===== config.mk =====
export PLATFORM = sky130hd
export DESIGN_NAME = sum_normalize_round59_flat
export DESIGN_NICKNAME = d
export VERILOG_FILES = /design/src/rtl/sum_normalize_round59_if.sv /design/src/rtl/sum_normalize_round59.sv /design/src/flat_wrapper.sv
export SDC_FILE = /design/constraint.sdc
export NUM_CORES = 1
export LEC_CHECK = 0
export CAP_MARGIN = 15
export CELL_PAD_IN_SITES_DETAIL_PLACEMENT = 0
export CELL_PAD_IN_SITES_GLOBAL_PLACEMENT = 1
export CORE_ASPECT_RATIO = 1.25
export CORE_MARGIN = 2
export CORE_UTILIZATION = 44
export CTS_BUF_LIST = sky130_fd_sc_hd__clkbuf_16
export CTS_CLUSTER_DIAMETER = 100
export DETAILED_ROUTE_END_ITERATION = 10
export PLACE_DENSITY_LB_ADDON = 0.1
export SLEW_MARGIN = 20
export SYNTH_ARGS = -nofsm -noshare
export SYNTH_HDL_FRONTEND = slang
export SYNTH_SLANG_ARGS = --single-unit

===== constraint.sdc =====
create_clock -name clk -period 5.97 [get_ports clk]
set_input_delay 1.194 -clock clk [delete_from_list [all_inputs] [get_ports clk]]
set_output_delay 1.194 -clock clk [all_outputs]
set_load 0.02 [all_outputs]

===== src/rtl/sum_normalize_round59_if.sv =====
// Handshake and data bundle for the sum normalize/round stage.
// Input side: in_valid/in_ready with sum_in/exp_in.
// Output side: out_valid/out_ready with mantissa, exponent and flags.
// Optional NORM_INEXACT_EN adds inexact_out.
interface sum_normalize_round59_if #(
    parameter int SUM_W  = 59,
    parameter int MANT_W = 27,
    parameter int EXP_W  = 10
);
    logic              in_valid;
    logic              in_ready;
    logic [SUM_W-1:0]  sum_in;
    logic [EXP_W-1:0]  exp_in;
    logic              out_valid;
    logic              out_ready;
    logic [MANT_W-1:0] mant_out;
    logic [EXP_W-1:0]  exp_out;
    logic              zero_out;
    logic              ovf_out;
    logic              unf_out;
`ifdef NORM_INEXACT_EN
    logic              inexact_out;
`endif

    // Producer/consumer side (the environment around the stage)
    modport master (
        output in_valid, sum_in, exp_in, out_ready,
        input  in_ready, out_valid, mant_out, exp_out, zero_out, ovf_out, unf_out
`ifdef NORM_INEXACT_EN
        , input inexact_out
`endif
    );

    // Stage side
    modport slave (
        input  in_valid, sum_in, exp_in, out_ready,
        output in_ready, out_valid, mant_out, exp_out, zero_out, ovf_out, unf_out
`ifdef NORM_INEXACT_EN
        , output inexact_out
`endif
    );
endinterface


===== src/rtl/sum_normalize_round59.sv =====
// Two-stage normalize-and-round stage following the unsigned sum adder.
// S1 registers the sum, exponent, leading-zero count and zero flag.
// S2 left-justifies, rounds to nearest-even, adjusts the exponent and flags
// range overflow/underflow. Full-throughput valid/ready on both sides.
// Optional macro NORM_INEXACT_EN adds the inexact_out flag.
module sum_normalize_round59 #(
    parameter int SUM_W  = 59,
    parameter int MANT_W = 27,
    parameter int EXP_W  = 10
) (
    input logic                    clk,
    input logic                    reset,
    sum_normalize_round59_if.slave bus
);
    localparam int LZC_W = $clog2(SUM_W);
    localparam int EW2   = EXP_W + 2;
    localparam int RB_W  = SUM_W - MANT_W - 1;
    localparam logic signed [EW2-1:0] EMAX = EW2'(2**(EXP_W-1) - 1);
    localparam logic signed [EW2-1:0] EMIN = EW2'(-(2**(EXP_W-1)));

    logic              s1_en, s2_en;

    logic              s1_valid_q;
    logic [SUM_W-1:0]  s1_sum_q;
    logic [EXP_W-1:0]  s1_exp_q;
    logic [LZC_W-1:0]  s1_lzc_q;
    logic              s1_zero_q;
    logic [LZC_W-1:0]  lzc_d;

    logic              out_valid_q;
    logic [MANT_W-1:0] mant_q, mant_d;
    logic [EXP_W-1:0]  exp_q, exp_d;
    logic              zero_q, ovf_q, unf_q;
    logic              ovf_d, unf_d;

    logic [SUM_W-1:0]  sh;
    logic [MANT_W-1:0] m;
    logic              g, s, rnd, carry;
    logic [MANT_W:0]   m_inc;
    logic [EW2-1:0]    e_w;

    assign s2_en        = ~out_valid_q | bus.out_ready;
    assign s1_en        = ~s1_valid_q | s2_en;
    assign bus.in_ready = s1_en;

    // Leading-zero count: the highest set bit wins (last assignment)
    always_comb begin
        lzc_d = '0;
        for (int unsigned i = 0; i < SUM_W; i++) begin
            if (bus.sum_in[i]) lzc_d = LZC_W'(SUM_W - 1 - i);
        end
    end

    // Stage 1 capture
    always_ff @(posedge clk) begin
        if (reset) begin
            s1_valid_q <= 1'b0;
            s1_sum_q   <= '0;
            s1_exp_q   <= '0;
            s1_lzc_q   <= '0;
            s1_zero_q  <= 1'b0;
        end else if (s1_en) begin
            s1_valid_q <= bus.in_valid;
            if (bus.in_valid) begin
                s1_sum_q  <= bus.sum_in;
                s1_exp_q  <= bus.exp_in;
                s1_lzc_q  <= lzc_d;
                s1_zero_q <= (bus.sum_in == '0);
            end
        end
    end

    // Normalize, round to nearest-even, adjust exponent and range flags
    always_comb begin
        sh    = s1_sum_q << s1_lzc_q;
        m     = sh[SUM_W-1 -: MANT_W];
        g     = sh[RB_W];
        s     = |sh[RB_W-1:0];
        rnd   = g & (s | m[0]);
        m_inc = {1'b0, m} + {{MANT_W{1'b0}}, rnd};
        carry = m_inc[MANT_W];
        e_w   = {{2{s1_exp_q[EXP_W-1]}}, s1_exp_q} + EW2'(SUM_W - MANT_W)
                - EW2'(s1_lzc_q) + EW2'(carry);
        mant_d = carry ? {1'b1, {(MANT_W-1){1'b0}}} : m_inc[MANT_W-1:0];
        exp_d  = e_w[EXP_W-1:0];
        ovf_d  = $signed(e_w) > EMAX;
        unf_d  = $signed(e_w) < EMIN;
        if (s1_zero_q) begin
            mant_d = '0;
            exp_d  = '0;
            ovf_d  = 1'b0;
            unf_d  = 1'b0;
        end
    end

    // Stage 2 output registers, held while the consumer stalls
    always_ff @(posedge clk) begin
        if (reset) begin
            out_valid_q <= 1'b0;
            mant_q      <= '0;
            exp_q       <= '0;
            zero_q      <= 1'b0;
            ovf_q       <= 1'b0;
            unf_q       <= 1'b0;
        end else if (s2_en) begin
            out_valid_q <= s1_valid_q;
            if (s1_valid_q) begin
                mant_q <= mant_d;
                exp_q  <= exp_d;
                zero_q <= s1_zero_q;
                ovf_q  <= ovf_d;
                unf_q  <= unf_d;
            end
        end
    end

    assign bus.out_valid = out_valid_q;
    assign bus.mant_out  = mant_q;
    assign bus.exp_out   = exp_q;
    assign bus.zero_out  = zero_q;
    assign bus.ovf_out   = ovf_q;
    assign bus.unf_out   = unf_q;

`ifdef NORM_INEXACT_EN
    logic inexact_q;

    // Inexact flag travels with the mantissa; g and s are both 0 for zero input
    always_ff @(posedge clk) begin
        if (reset) begin
            inexact_q <= 1'b0;
        end else if (s2_en && s1_valid_q) begin
            inexact_q <= g | s;
        end
    end

    assign bus.inexact_out = inexact_q;
`endif
endmodule

===== src/flat_wrapper.sv =====
// flat-port wrapper written by rule: the top's interface ports become plain ports
module sum_normalize_round59_flat 
#(
    parameter int SUM_W  = 59,
    parameter int MANT_W = 27,
    parameter int EXP_W  = 10
)
  (clk, reset, bus_in_valid, bus_sum_in, bus_exp_in, bus_out_ready, bus_in_ready, bus_out_valid, bus_mant_out, bus_exp_out, bus_zero_out, bus_ovf_out, bus_unf_out);
  sum_normalize_round59_if #(.SUM_W(SUM_W), .MANT_W(MANT_W), .EXP_W(EXP_W)) bus_i ();
  input logic clk;
  input logic reset;
  input wire logic [$bits(bus_i.in_valid)-1:0] bus_in_valid;
  input wire logic [$bits(bus_i.sum_in)-1:0] bus_sum_in;
  input wire logic [$bits(bus_i.exp_in)-1:0] bus_exp_in;
  input wire logic [$bits(bus_i.out_ready)-1:0] bus_out_ready;
  output wire logic [$bits(bus_i.in_ready)-1:0] bus_in_ready;
  output wire logic [$bits(bus_i.out_valid)-1:0] bus_out_valid;
  output wire logic [$bits(bus_i.mant_out)-1:0] bus_mant_out;
  output wire logic [$bits(bus_i.exp_out)-1:0] bus_exp_out;
  output wire logic [$bits(bus_i.zero_out)-1:0] bus_zero_out;
  output wire logic [$bits(bus_i.ovf_out)-1:0] bus_ovf_out;
  output wire logic [$bits(bus_i.unf_out)-1:0] bus_unf_out;
  assign bus_i.in_valid = bus_in_valid;
  assign bus_i.sum_in = bus_sum_in;
  assign bus_i.exp_in = bus_exp_in;
  assign bus_i.out_ready = bus_out_ready;
  assign bus_in_ready = bus_i.in_ready;
  assign bus_out_valid = bus_i.out_valid;
  assign bus_mant_out = bus_i.mant_out;
  assign bus_exp_out = bus_i.exp_out;
  assign bus_zero_out = bus_i.zero_out;
  assign bus_ovf_out = bus_i.ovf_out;
  assign bus_unf_out = bus_i.unf_out;
  sum_normalize_round59 #(.SUM_W(SUM_W), .MANT_W(MANT_W), .EXP_W(EXP_W)) u_core (.clk(clk), .reset(reset), .bus(bus_i));
endmodule

==> results.sh, run 1 <==
export IMPL_outcome="complete, no violations"
export IMPL_first_global_vias=9737
export IMPL_worst_r2r_endpoint="u_core.bus.ovf_out"
export IMPL_drc=0
export IMPL_nFillCells=2343
export IMPL_fin_nets=1416
export IMPL_skew_ns=0.0126
export IMPL_slowest_stage="mux4_1"
export IMPL_drt_vias_per_instance=6.15
export IMPL_max_slew_worst_pin_slew_ns=0.949
export IMPL_ys_ff_latch=118
export IMPL_maxCapViolations=0
export IMPL_min_from="u_core.bus.mant_out[20]"
export IMPL_arrival_ns=5.78
export IMPL_layout_commonest_cell="nand2_1"
export IMPL_path_clk_slew_ns=0.06
export IMPL_clk_path_buf_depth=2
export IMPL_finalSetupViolations=0
export IMPL_portBuffers=114
export IMPL_initial_core_util=0.448
export IMPL_p_per_area_nw_per_um2=193
export IMPL_rsz0062_at_grt="no"
export IMPL_ys_types=92
export IMPL_synth_top_family_by_area="multiplexers"
export IMPL_core_area_um2=23700
export IMPL_dieWidth_um=143
export IMPL_drv_slew=0
export IMPL_layout_min_cycle_time_ns=5.45
export IMPL_syn_instance_count=1220
export IMPL_synth_edf_count=0
export IMPL_yosysWarnings=0
export IMPL_fmax_mhz=183
export IMPL_worstPathRequired_ns=6.30
export IMPL_synthAdderAreaFrac=0.0242
export IMPL_crit_top_cell="a21oi_1"
export IMPL_synth_area_leaders="dfxtp_1 (22%), mux4_2 (12%), nand2_1 (8.2%)"
export IMPL_critPathKind="reg -> reg"
export IMPL_overflow=0
export IMPL_switching_share=0.314
export IMPL_die_y_um=178
export IMPL_slowest_delay_ns=0.66
export IMPL_drive_above_1_share=0.168
export IMPL_antenna_found_initial=0
export IMPL_synth_compound_area_frac=0.176
export IMPL_synth_mux_area_frac=0.279
export IMPL_clkSinkCount=118
export IMPL_clock_latency_ns=0.44
export IMPL_tritoncts="yes"
export IMPL_cp_max_fo=21
export IMPL_power_frac_seq=0.365
export IMPL_grt_max_degree=88
export IMPL_syn2layout_area_growth_pct=18.7
export IMPL_yosysTopAreaCell="dfxtp_1"
export IMPL_power_frac_comb=0.248
export IMPL_drt_wl_total_mm=36.6
export IMPL_syn_num_nets=1313
export IMPL_slew_headroom=0.367
export IMPL_p_sw_mw=0.765
export IMPL_syn_area_um2=10600
export IMPL_worst_r2r_path_depth=19
export IMPL_track_usage=0.292
export IMPL_whs_ns=0.443
export IMPL_crit_path_start_kind="register"
export IMPL_synth_top_area_frac=0.222
export IMPL_num_vias=10200
export IMPL_ir_worst_vdd_mv=0.198
export IMPL_final_cell_mix="nand2_1 (230), a21oi_1 (114), dfxtp_1 (114), clkdlybuf4s50_1 (113), nor2_1 (81)"
export IMPL_hold_violations=0
export IMPL_dr_pass1_iters=7
export IMPL_hp_class="reg -> reg"
export IMPL_cp_end_kind="register"
export IMPL_fin_util=0.532
export IMPL_rows=63
export IMPL_htreeDepth=4
export IMPL_die_area_um2=25400
export IMPL_drtIter0Drc=770
export IMPL_synth_top_flop_cell="dfxtp_1"
export IMPL_whs_endpoint="u_core.bus.mant_out[20]"
export IMPL_diodes=0
export IMPL_grt_pass1_wl_mm=56.8
export IMPL_p_leak_nw=4.65
export IMPL_r2r_slack_ns=0.52
export IMPL_dpl_hpwl_mm=27.5
export IMPL_syn_area_per_cell_um2=8.72
export IMPL_final_setup_tns_ns=0
export IMPL_power_frac_clock=0.387
export IMPL_synth_async_sr_flop_share=0
export IMPL_antenna_left=0
export IMPL_cp_cell_sequence="mux4_1 -> mux2_2 -> a221oi_1 -> o21ai_1 -> nand3_1 -> nor4_4 -> nand4_2 -> nor2_1 -> ha_1 -> fa_1 -> a21o_1 -> a21oi_1 -> o21bai_1 -> a21oi_1 -> o21ai_0 -> a21oi_1 -> mux2i_1 -> or3_1 -> a32o_1"
export IMPL_cts_made_buffers=17
export IMPL_post_cts_resized=0
export IMPL_detail_route_wl_per_cell_um=22.0
export IMPL_pin_count=115
export IMPL_synth_simple_area_share=0.208
export IMPL_synth_xor_area_share=0.0231
export IMPL_routabilityCongestion=0.993
export IMPL_root_buffer="clkbuf_16"
export IMPL_min_period_over_period=0.913
export IMPL_r2r_start="u_core.s1_lzc_q[2]"
export IMPL_whs_path_depth=2
export IMPL_p_int_mw=1.67
export IMPL_seq_area_frac_synth=0.222
-- power by group through the flow --
stage / sequential [mW] / clock, mW / combinational, mW
floorplan: 0.889 / 0 / 0.375
global placement: 0.903 / 0 / 0.598
detailed placement: 0.904 / 0 / 0.596
CTS: 0.887 / 0.961 / 0.598
global route: 0.893 / 0.991 / 0.657
finish: 0.888 / 0.942 / 0.604
-- timing repair --
item / CTS / global route
setup endpoints to repair: 0 / 1
buffers inserted: 0 / 2
hold buffers: 0 / 0
-- cell type report --
type | instances | area, um^2 | area share
repair buffers | 172 | 1620 | 0.128
well taps | 325 | 407 | 0.0322
flip-flops and latches | 118 | 2370 | 0.188
clock inverters | 15 | 103 | 0.00813
multi-input cells | 980 | 7570 | 0.599
inverters | 34 | 130 | 0.0103
clock buffers | 17 | 425 | 0.0337
-- cell families after synthesis --
logic type | count (synthesis)
AOI/OAI and AO/OA | 289
xor gates and xnor gates | 28
adders and majority gates | 20
buffers and inverters | 122
DFF | 118
muxes | 179
and+or+nand+nor | 464
-- Yosys cell counts (8+ instances only) --
master    count
nor4_1       20
nor2_1       81
buf_1         8
nand4_1       9
mux2_2       48
xor2_1       16
and3_1       15
ha_1         19
buf_4         8
o221ai_1     10
clkbuf_1     36
nor2b_1       9
a22oi_1      15
nand2_1     231
nor3_1       18
buf_2        17
inv_1        30
o21bai_1      8
mux4_2       58
dfxtp_1     118
xnor2_1      12
buf_6        10
nand3_1      20
a21oi_1     114
o31ai_1      10
o21ai_1      14
o21ai_0      36
mux4_1       24
nand2b_1      8
mux2i_1      49
-- worst max-delay path by stage --
stage               depth (start not counted)                  to               start  slack (ns)
floorplan                                  23  u_core.bus.ovf_out  u_core.s1_lzc_q[2]        0.80
global placement                           19  u_core.bus.ovf_out  u_core.s1_lzc_q[2]        0.47
detailed placement                         19  u_core.bus.ovf_out  u_core.s1_lzc_q[2]        0.37
CTS                                        19  u_core.bus.ovf_out  u_core.s1_lzc_q[2]        0.33
global route                               19  u_core.bus.ovf_out  u_core.s1_lzc_q[2]        0.07
finish                                     19  u_core.bus.ovf_out  u_core.s1_lzc_q[2]        0.52
-- sequential cells by signal, indices dropped and copies added, names as in the netlist --
name	count
u_core.s1_lzc_q	6
u_core.bus.ovf_out	1
u_core.bus.mant_out	27
u_core.bus.exp_out	10
u_core.s1_zero_q	1
u_core.s1_valid_q	1
u_core.bus.unf_out	1
u_core.bus.zero_out	1
u_core.s1_sum_q	59
u_core.bus.out_valid	1
u_core.s1_exp_q	10
-- stage by stage --
stage	std cells	power [mW]	area, um^2	worst slack [ns]
2_1_floorplan	1220	1.26	10600	0.800
3_3_place_gp	1627	1.50	12000	0.473
3_5_place_dp	1627	1.50	12000	0.366
6_report	1661	2.43	12600	0.518
5_1_grt	1661	2.54	12600	0.0725
4_1_cts	1659	2.45	12600	0.331
-- layer usage --
metal | vias up | GRT usage | wire length [um]
met5 | - | 0 | 0
met4 | 0 | 0.163 | 2080
met3 | 131 | 0.0467 | 2190
met2 | 436 | 0.478 | 17400
met1 | 4833 | 0.367 | 14900
li1 | 4818 | - | -
-- critical path: cells and delay by family, from the launching register on --
family / cells / cell delay, ns
AOI/OAI and AO/OA: 9 / 2.09
adders and majority gates: 2 / 0.69
DFF: 1 / 0.57
muxes: 3 / 1.11
and+or+nand+nor: 5 / 0.87
Note: power is estimated with default switching activity, not from simulation.
==> run 2: changes to the inputs <==
Settings changed: CORE_MARGIN 2 to 1.5, GPL_ROUTABILITY_DRIVEN set to 0.
==> run 2 against run 1 <==
Net effect: clock power rose by 2.3%; sequential share of layout area grew 0.054 points; maximum frequency shrank 2.5%; clock-buffer cell count unchanged; largest power group unchanged.
==> results.sh, run 2 (synthesis gave the netlist of run 1 again) <==
export IMPL_ir_worst_vdd_mv=0.158
export IMPL_fmax_mhz=179
export IMPL_critPathKind="reg -> reg"
export IMPL_root_buffer="clkbuf_16"
export IMPL_p_leak_nw=4.62
export IMPL_hold_violations=0
export IMPL_regArea_um2=2370
export IMPL_overflow=0
export IMPL_skew_ns=0.0110
export IMPL_arrival_ns=5.91
export IMPL_finalSetupViolations=0
export IMPL_drc=0
export IMPL_drt_vias_per_instance=6.10
export IMPL_path_clk_slew_ns=0.06
export IMPL_drt_wl_total_mm=34.2
export IMPL_htreeDepth=4
export IMPL_cp_max_fo=33
export IMPL_initial_core_util=0.448
export IMPL_maxCapViolations=0
export IMPL_detail_route_wl_per_cell_um=20.6
export IMPL_worstPathRequired_ns=6.29
export IMPL_post_cts_resized=0
export IMPL_hp_class="reg -> reg"
export IMPL_layout_commonest_cell="nand2_1"
export IMPL_clk_path_buf_depth=2
export IMPL_portBuffers=114
export IMPL_fin_nets=1412
export IMPL_dr_pass1_iters=8
export IMPL_layout_min_cycle_time_ns=5.59
export IMPL_antenna_left=0
export IMPL_core_area_um2=23700
export IMPL_die_area_um2=25100
export IMPL_slew_headroom=0.294
export IMPL_cp_end_kind="register"
export IMPL_clkSinkCount=118
export IMPL_max_slew_worst_pin_slew_ns=1.06
export IMPL_p_total_mw=2.44
export IMPL_final_setup_tns_ns=0
export IMPL_crit_top_cell="a21oi_1"
export IMPL_pin_count=115
export IMPL_rsz0062_at_grt="no"
export IMPL_final_cell_mix="nand2_1 (230), a21oi_1 (114), dfxtp_1 (114), clkdlybuf4s50_1 (113), nor2_1 (81)"
export IMPL_p_per_area_nw_per_um2=194
export IMPL_cp_cell_sequence="buf_4 -> mux4_1 -> mux2_2 -> mux4_2 -> a2bb2oi_1 -> and3_1 -> nand4_2 -> nor2_1 -> ha_1 -> fa_1 -> a21o_1 -> a21oi_1 -> o21bai_1 -> a21oi_1 -> o21ai_0 -> a21oi_1 -> mux2i_1 -> or3_1 -> a32o_1"
export IMPL_syn2layout_area_growth_pct=18.4
export IMPL_post_cts_buffers=0
export IMPL_crit_path_start_kind="register"
export IMPL_nFillCells=2296
export IMPL_dpl_hpwl_mm=26.1
export IMPL_largest_reg_flops=59
export IMPL_slowest_delay_ns=0.67
export IMPL_largest_register="u_core.s1_sum_q"
export IMPL_clock_latency_ns=0.43
export IMPL_cts_made_buffers=17
export IMPL_first_global_vias=9520
export IMPL_antenna_found_initial=0
export IMPL_drv_slew=0
export IMPL_grt_pass1_wl_mm=54.1
export IMPL_tritoncts="yes"
export IMPL_slowest_stage="dfxtp_4"
export IMPL_multi_input_area_um2=7560
export IMPL_track_usage=0.279
export IMPL_rows=63
export IMPL_num_vias=10100
export IMPL_holdBufCountCts=0
export IMPL_min_period_over_period=0.936
export IMPL_dieWidth_um=142
export IMPL_r2r_slack_ns=0.38
export IMPL_outcome="complete, no violations"
export IMPL_drtIter0Drc=844
export IMPL_die_y_um=177
export IMPL_grt_max_degree=73
export IMPL_diodes=0
export IMPL_drive_above_1_share=0.167
run 2: cell types whose count changed in the layout (fill, tap and decap cells not counted), sizes merged:
cell	delta
buf	-4
clkinv	-1
clkinvlp	+1
run 2: final cells by class:
| cell class | count | area share |
|---|---|---|
| well taps | 325 | 0.0323 |
| clock inverters | 15 | 0.00904 |
| repair buffers | 168 | 0.125 |
| inverters | 34 | 0.0103 |
| clock buffers | 17 | 0.0338 |
| multi-input cells | 980 | 0.601 |
| flip-flops and latches | 118 | 0.188 |
run 2: per-layer routing:
metal  part of all wire  GRT usage  wire (um)
met5                  0          0          0
met4              0.042      0.143       1450
met3              0.059     0.0436       2030
met2               0.48      0.454      16400
met1               0.42      0.359      14300
run 2: stage by stage:
stage	cells	setup WS (ns)	area, um^2	hold slack (ns)	utilization
floorplan	1220	0.800	10600	0.433	-
global placement	1625	0.579	12000	0.436	0.508
detailed placement	1625	0.442	12000	0.439	0.508
CTS	1657	0.424	12600	0.448	0.530
global route	1657	0.0366	12600	0.468	0.531
finish	1657	0.379	12600	0.442	0.531
run 2: path summary, 6_finish.rpt:
check	startpoint	endpoint	cells past startpoint
worst min register to register	u_core.bus.mant_out[20]	u_core.bus.mant_out[20]	2
worst min-delay path	u_core.bus.mant_out[20]	u_core.bus.mant_out[20]	2
worst max-delay path	u_core.s1_lzc_q[2]	u_core.bus.ovf_out	19
worst max register to register	u_core.s1_lzc_q[2]	u_core.bus.ovf_out	19
run 2: power by group:
| group | internal [mW] | total (mW) | switching [mW] | leakage [nW] |
|---|---|---|---|---|
| Sequential | 0.828 | 0.885 | 0.0571 | 0.969 |
| Combinational | 0.279 | 0.593 | 0.314 | 3.39 |
| Clock | 0.564 | 0.964 | 0.400 | 0.263 |
| Total | 1.67 | 2.44 | 0.771 | 4.62 |
run 2: worst max-delay path: cells and delay by family, from the launching register on:
family / cells / cell delay [ns]
compound gates: 8 / 1.50
fa+ha+maj: 2 / 0.69
buf+inv: 1 / 0.30
flops: 1 / 0.67
mux: 4 / 1.57
simple gates: 4 / 0.73
